**config.mk**
```make
export PLATFORM = sky130hd
export DESIGN_NAME = uart_tx_mmio
export DESIGN_NICKNAME = d
export VERILOG_FILES = /design/src/rtl/uart_pkg.sv /design/src/rtl/uart_tx_fifo.sv /design/src/rtl/uart_tx_mmio.sv
export SDC_FILE = /design/constraint.sdc
export NUM_CORES = 1
export LEC_CHECK = 0
export ABC_CLOCK_PERIOD_IN_PS = 4100
export CAP_MARGIN = 20
export CORE_AREA = 2 2 122 124
export CTS_CLUSTER_DIAMETER = 120
export DETAILED_ROUTE_END_ITERATION = 10
export DIE_AREA = 0 0 124 126
export GPL_TIMING_DRIVEN = 0
export PLACE_DENSITY = 0.79
export SLEW_MARGIN = 10
export SYNTH_ARGS = -nofsm -noshare
export SYNTH_HDL_FRONTEND = slang
export SYNTH_SLANG_ARGS = --single-unit
```
**constraint.sdc**
```tcl
create_clock -name clk -period 4.1 [get_ports clk]
set_input_delay 0.82 -clock clk [delete_from_list [all_inputs] [get_ports clk]]
set_output_delay 0.82 -clock clk [all_outputs]
set_load 0.03 [all_outputs]
```
**src/rtl/uart_pkg.sv**
```systemverilog
// Shared definitions for the memory-mapped UART transmitter: FSM state
// encoding, status register bit positions and the default SoC addresses.
package uart_pkg;

    // Default slots in the open_risc_v_soc address map.
    localparam logic [31:0] UART_DATA_ADDR = 32'h3000_0000;
    localparam logic [31:0] UART_STAT_ADDR = 32'h3000_0004;

    // Transmit FSM states; PARITY is only reachable in the parity build.
    typedef enum logic [2:0] {
        ST_IDLE,
        ST_START,
        ST_DATA,
        ST_PARITY,
        ST_STOP
    } tx_state_t;

    // Status register layout (identical in both builds).
    localparam int STAT_FULL    = 0;
    localparam int STAT_BUSY    = 1;
    localparam int STAT_OVF     = 2;
    localparam int STAT_EMPTY   = 3;
    localparam int STAT_CNT_LSB = 8;

    // Even parity: set when the byte holds an odd number of ones.
    function automatic logic even_parity(input logic [7:0] d);
        return ^d;
    endfunction

endpackage

```
**src/rtl/uart_tx_fifo.sv**
```systemverilog
// Synchronous FIFO for the UART transmitter. Head entry is visible on dout
// combinationally; push is refused when full and pop when empty, so the
// caller can strobe freely. Fullness is judged on the pre-edge count.
module uart_tx_fifo #(
    parameter int WIDTH = 8,
    parameter int DEPTH = 16
) (
    input  logic                     clk,
    input  logic                     rst,
    input  logic                     push,
    input  logic                     pop,
    input  logic [WIDTH-1:0]         din,
    output logic [WIDTH-1:0]         dout,
    output logic                     full,
    output logic                     empty,
    output logic [$clog2(DEPTH):0]   count
);

    localparam int AW = $clog2(DEPTH);
    localparam int CW = AW + 1;

    logic [WIDTH-1:0] mem [DEPTH];
    logic [AW-1:0]    wr_ptr;
    logic [AW-1:0]    rd_ptr;
    logic             do_push;
    logic             do_pop;

    assign full    = (count == CW'(DEPTH));
    assign empty   = (count == '0);
    assign do_push = push && !full;
    assign do_pop  = pop && !empty;
    assign dout    = mem[rd_ptr];

    // Storage array: written on accepted pushes only, no reset needed.
    always_ff @(posedge clk) begin
        if (do_push) mem[wr_ptr] <= din;
    end

    // Pointers wrap naturally (power-of-two depth); count tracks occupancy.
    always_ff @(posedge clk) begin
        if (rst) begin
            wr_ptr <= '0;
            rd_ptr <= '0;
            count  <= '0;
        end else begin
            if (do_push) wr_ptr <= wr_ptr + AW'(1);
            if (do_pop)  rd_ptr <= rd_ptr + AW'(1);
            case ({do_push, do_pop})
                2'b10:   count <= count + CW'(1);
                2'b01:   count <= count - CW'(1);
                default: count <= count;
            endcase
        end
    end

endmodule

```
**src/rtl/uart_tx_mmio.sv**
```systemverilog
// Memory-mapped UART transmitter: address decode on the core's write/read
// buses, status/overflow flag, baud counter and the 8N1 serialiser.
// Build option: define UART_TX_PARITY_EN for 8E1 framing (even parity bit
// after the data bits); otherwise frames are 8N1.
module uart_tx_mmio
    import uart_pkg::*;
#(
    parameter int          CLK_FREQ   = 50_000_000,
    parameter int          BAUD       = 115_200,
    parameter int          FIFO_DEPTH = 16,
    parameter logic [31:0] DATA_ADDR  = UART_DATA_ADDR,
    parameter logic [31:0] STAT_ADDR  = UART_STAT_ADDR
) (
    input  logic        clk,
    input  logic        rst,
    input  logic        wr_req_i,
    input  logic [3:0]  wr_sel_i,
    input  logic [31:0] wr_addr_i,
    input  logic [31:0] wr_data_i,
    input  logic        rd_req_i,
    input  logic [31:0] rd_addr_i,
    output logic [31:0] rd_data_o,
    output logic        rd_hit_o,
    output logic        uart_txd,
    output logic        tx_busy_o
);

    localparam int DIV = CLK_FREQ / BAUD;
    localparam int BW  = (DIV > 1) ? $clog2(DIV) : 1;
    localparam int CW  = $clog2(FIFO_DEPTH) + 1;

    tx_state_t       state;
    logic [BW-1:0]   baud_cnt;
    logic [2:0]      bit_cnt;
    logic [7:0]      shift;
    logic            baud_wrap;
    logic            overflow;

    logic            push_req;
    logic            clr_req;
    logic            fifo_pop;
    logic [7:0]      fifo_dout;
    logic            fifo_full;
    logic            fifo_empty;
    logic [CW-1:0]   fifo_count;
    logic [31:0]     status;

`ifdef UART_TX_PARITY_EN
    logic            par_bit;
`endif

    // Only the low byte lane and bit 2 of the data bus matter here.
    logic            unused_bits;
    assign unused_bits = ^{wr_sel_i[3:1], wr_data_i[31:8]};

    assign push_req  = wr_req_i && (wr_addr_i == DATA_ADDR) && wr_sel_i[0];
    assign clr_req   = wr_req_i && (wr_addr_i == STAT_ADDR) && wr_sel_i[0] && wr_data_i[2];
    assign fifo_pop  = (state == ST_IDLE) && !fifo_empty;
    assign baud_wrap = (baud_cnt == BW'(DIV - 1));
    assign tx_busy_o = (state != ST_IDLE) || !fifo_empty;

    uart_tx_fifo #(
        .WIDTH (8),
        .DEPTH (FIFO_DEPTH)
    ) u_fifo (
        .clk   (clk),
        .rst   (rst),
        .push  (push_req),
        .pop   (fifo_pop),
        .din   (wr_data_i[7:0]),
        .dout  (fifo_dout),
        .full  (fifo_full),
        .empty (fifo_empty),
        .count (fifo_count)
    );

    // Sticky overflow: a dropped push wins over a same-cycle clear.
    always_ff @(posedge clk) begin
        if (rst)                        overflow <= 1'b0;
        else if (push_req && fifo_full) overflow <= 1'b1;
        else if (clr_req)               overflow <= 1'b0;
    end

    // Status word and read decode, combinational in the request cycle.
    always_comb begin
        status                          = '0;
        status[STAT_FULL]               = fifo_full;
        status[STAT_BUSY]               = tx_busy_o;
        status[STAT_OVF]                = overflow;
        status[STAT_EMPTY]              = fifo_empty;
        status[STAT_CNT_LSB +: 8]       = 8'(fifo_count);
        rd_hit_o                        = rd_req_i && (rd_addr_i == STAT_ADDR);
        rd_data_o                       = rd_hit_o ? status : 32'h0;
    end

    // Transmit FSM. txd is registered from the current state, so the line
    // lags the state by one clk; this gives the 2-clk push-to-start latency
    // and keeps every bit exactly DIV clks wide.
    always_ff @(posedge clk) begin
        if (rst) begin
            state    <= ST_IDLE;
            baud_cnt <= '0;
            bit_cnt  <= '0;
            shift    <= '0;
            uart_txd <= 1'b1;
`ifdef UART_TX_PARITY_EN
            par_bit  <= 1'b0;
`endif
        end else begin
            if (state == ST_IDLE) baud_cnt <= '0;
            else                  baud_cnt <= baud_wrap ? '0 : baud_cnt + BW'(1);

            case (state)
                ST_IDLE: begin
                    uart_txd <= 1'b1;
                    if (!fifo_empty) begin
                        shift   <= fifo_dout;
                        bit_cnt <= '0;
                        state   <= ST_START;
`ifdef UART_TX_PARITY_EN
                        par_bit <= even_parity(fifo_dout);
`endif
                    end
                end
                ST_START: begin
                    uart_txd <= 1'b0;
                    if (baud_wrap) state <= ST_DATA;
                end
                ST_DATA: begin
                    uart_txd <= shift[0];
                    if (baud_wrap) begin
                        shift   <= {1'b0, shift[7:1]};
                        bit_cnt <= bit_cnt + 3'd1;
                        if (bit_cnt == 3'd7) begin
`ifdef UART_TX_PARITY_EN
                            state <= ST_PARITY;
`else
                            state <= ST_STOP;
`endif
                        end
                    end
                end
`ifdef UART_TX_PARITY_EN
                ST_PARITY: begin
                    uart_txd <= par_bit;
                    if (baud_wrap) state <= ST_STOP;
                end
`endif
                ST_STOP: begin
                    uart_txd <= 1'b1;
                    if (baud_wrap) state <= ST_IDLE;
                end
                default: begin
                    uart_txd <= 1'b1;
                    state    <= ST_IDLE;
                end
            endcase
        end
    end

endmodule
```
==> run summary <==
Initial core utilization: 51.0%
Multi-input logic area: 2410 um^2
CTS Buf Count: 17
Clk_skew: 9.56 ps
PD cells: 493 nW/um^2
Register area: 4680 um^2
CTS max path bufs: 2
# diodes: 0
Buffers on Ports: 88
Layout cells sized above 1: 18.9%
Vias: 4,691
Dpl cell area: 8610 um^2
Sequential element share of the synthesized area: 64.1%
Area growth syn-to-layout: 25.3%
Design Area, Final: 9150 um^2
R2R depth: 14
Initial antenna violation count: 0
RD Place Congestion: 0.787
Post-synth top cells: 128 x edfxtp_1, 47 x nor2_1, 42 x dfxtp_1
Critical path required time: 3280 ps
TNS Setup: 0 ps
Clock Latency Late Sink: 430 ps
Cells after Synth: 495
ANT nets after route: 0
Worst rel slew slack: 37.1%
Postcts setup bufs: 0
CTS Hold Bufs: 0
Worst-margin pin slew: 940 ps
MaxCap Viol Count: 0
Fmax: 259 MHz
Number of synthesized flops with an enable pin: 128
Synth warn: 0
Synth Flop Type: edfxtp_1
Layout Cells excl Fill: 828
Clk slew on worst S/H paths: 60 ps
First-pass GRT wire length: 25.5 mm
Max-slew violations: 0
CP Max Fanout: 8
Clock Sinks: 170
DP Wirelength: 11.5 mm
Async set-reset flop share out of synthesis: 0%
DR WL/cell: 19.7 um
Distinct cells, synth: 49
Top-level I/O count: 139
Rows: 44
Worst Path Class, Setup: input pin to output port
Final Hold Vio Count: 0
Crit path capture type: output port
Synthesized cell area: 7300 um^2
Root Driver: clkbuf_16
Peak VDD IR: 368 uV
Residual DRC count: 0
Via density per instance: 5.67
Fin nets: 748
Initial DRT Pass Iterations: 5
Final hold slack: 461 ps
Final Util: 64.0%
Inst Count DP: 797
Minimum clock period: 3860 ps
Final setup viols: 0
Synthesized area per cell: 14.8 um^2
Synth area leader: edfxtp_1
Die Span X: 124 um
Iter 0 DRT Violations: 375
Seq cells post-synth: 170
Status: finished clean
Hold Path Cell Cnt: 1
Arr. time, crit path: 3040 ps
Post-synth top area share: 52.6%
RSZ-0062 raised after global routing: false
Most frequent cell after synthesis: edfxtp_1
Routed wire length: 16.3 mm
Worst setup SP type: input pin
Final period util: 94.2%
Worst hold path type: flip-flop to flip-flop
Global route overflow: 0
Pin count of the biggest net entering global routing: 18
GRT Util Overall: 22.3%
Number of global-route vias before repair: 4,894
Htree depth: 4
Leakage: 3.11 nW
Core area: 14,300 um^2
Die Ht: 126 um
Top post-synthesis cells by area: edfxtp_1 53%, dfxtp_1 12%, mux4_2 9.9%
Die ar.: 15,600 um^2
Fillers: 1,017
CTS tree: done
[worst max-delay path, stage by stage]
cell	delay, ps
clkdlybuf4s50_1	420
nor4b_1	370
nand4_1	270
nor3_4	320
and2_1	170
clkdlybuf4s50_1	660
[layout by cell type (no fill, tap or decap), types with 5 or more instances in the layout]
cell             instances
edfxtp_1               128
clkdlybuf4s50_1         88
nor2_1                  47
dfxtp_1                 42
buf_4                   34
mux4_2                  32
conb_1                  23
a21oi_1                 20
a22oi_1                 18
clkbuf_16               17
and2_1                  13
inv_1                   12
nor3_1                  12
clkbuf_1                12
ha_1                    12
nor4_1                  10
nor4_2                   8
xnor2_1                  8
nand2_1                  7
xor2_1                   7
o21ai_0                  7
nand3_1                  6
a211oi_1                 6
nor4b_1                  5
mux2i_1                  5
[final cells by class]
class                      instances  share of cell area (%)
buffer                            46                    3.34
tap                              184                    2.52
sequential                       170                    51.2
timing repair buffer              96                    10.3
inverter                          13                   0.560
clock buffer                      18                    4.69
clock inverter                    13                    1.15
multi-input combinational        288                    26.3
[timing repair]
item	in CTS	in global routing
setup endpoints to repair	7	1
pin swaps	0	0
resized for setup	1	1
[logic make-up (layout without fill, tap and decap cells)]
| family | count (synthesis) | in the layout | synth area share [%] |
|---|---|---|---|
| fa+ha+maj | 12 | 12 | 2.06 |
| simple gates | 139 | 139 | 10.7 |
| compound gates | 61 | 61 | 5.70 |
| xor+xnor | 15 | 15 | 1.80 |
| flops | 170 | 170 | 64.1 |
| other cells | 1 | 23 | 0.0513 |
| buf+inv | 59 | 186 | 4.88 |
| mux | 38 | 38 | 10.7 |
[routing by layer]
layer  GRT usage (%)  vias up  wire (um)
li1                -     2139          -
met1            27.7     2291       6400
met2            37.1      227       8190
met3            6.43       34       1340
met4            8.20        0        379
met5               0        -          0
[power breakdown]
group,leakage [nW],internal (mW),switching [mW]
logic,1.37,0.506,0.570
registers,1.49,1.91,0.0558
clock network,0.256,0.824,0.641
[stage by stage]
stage | power, mW | worst slack [ps]
4_1_cts | 4.53 | 145
3_5_place_dp | 3.06 | -40.3
2_1_floorplan | 2.75 | 655
3_3_place_gp | 3.02 | -185
6_report | 4.51 | 238
5_1_grt | 4.71 | 56.1
[final timing paths]
check / from / end / slack (ps)
worst max-delay path: rd_addr_i[24] / rd_data_o[2] / 240
worst min-delay path: baud_cnt[0]$_SDFF_PP0_ / baud_cnt[0]$_SDFF_PP0_ / 460
worst max register to register: u_fifo.count[1]$_SDFFE_PP0P_ / u_fifo.count[4]$_SDFFE_PP0P_ / 620
worst min register to register: baud_cnt[0]$_SDFF_PP0_ / baud_cnt[0]$_SDFF_PP0_ / 460
[flip-flops by register name, indices dropped and copies added, names as in the netlist, 3 cells and up, named ones only]
signal and cells:
u_fifo.wr_ptr 4, bit_cnt 3, shift 8, u_fifo.rd_ptr 4, u_fifo.mem 128, u_fifo.count 5, baud_cnt 9, state 3
Power figures use the tool's default switching activity.
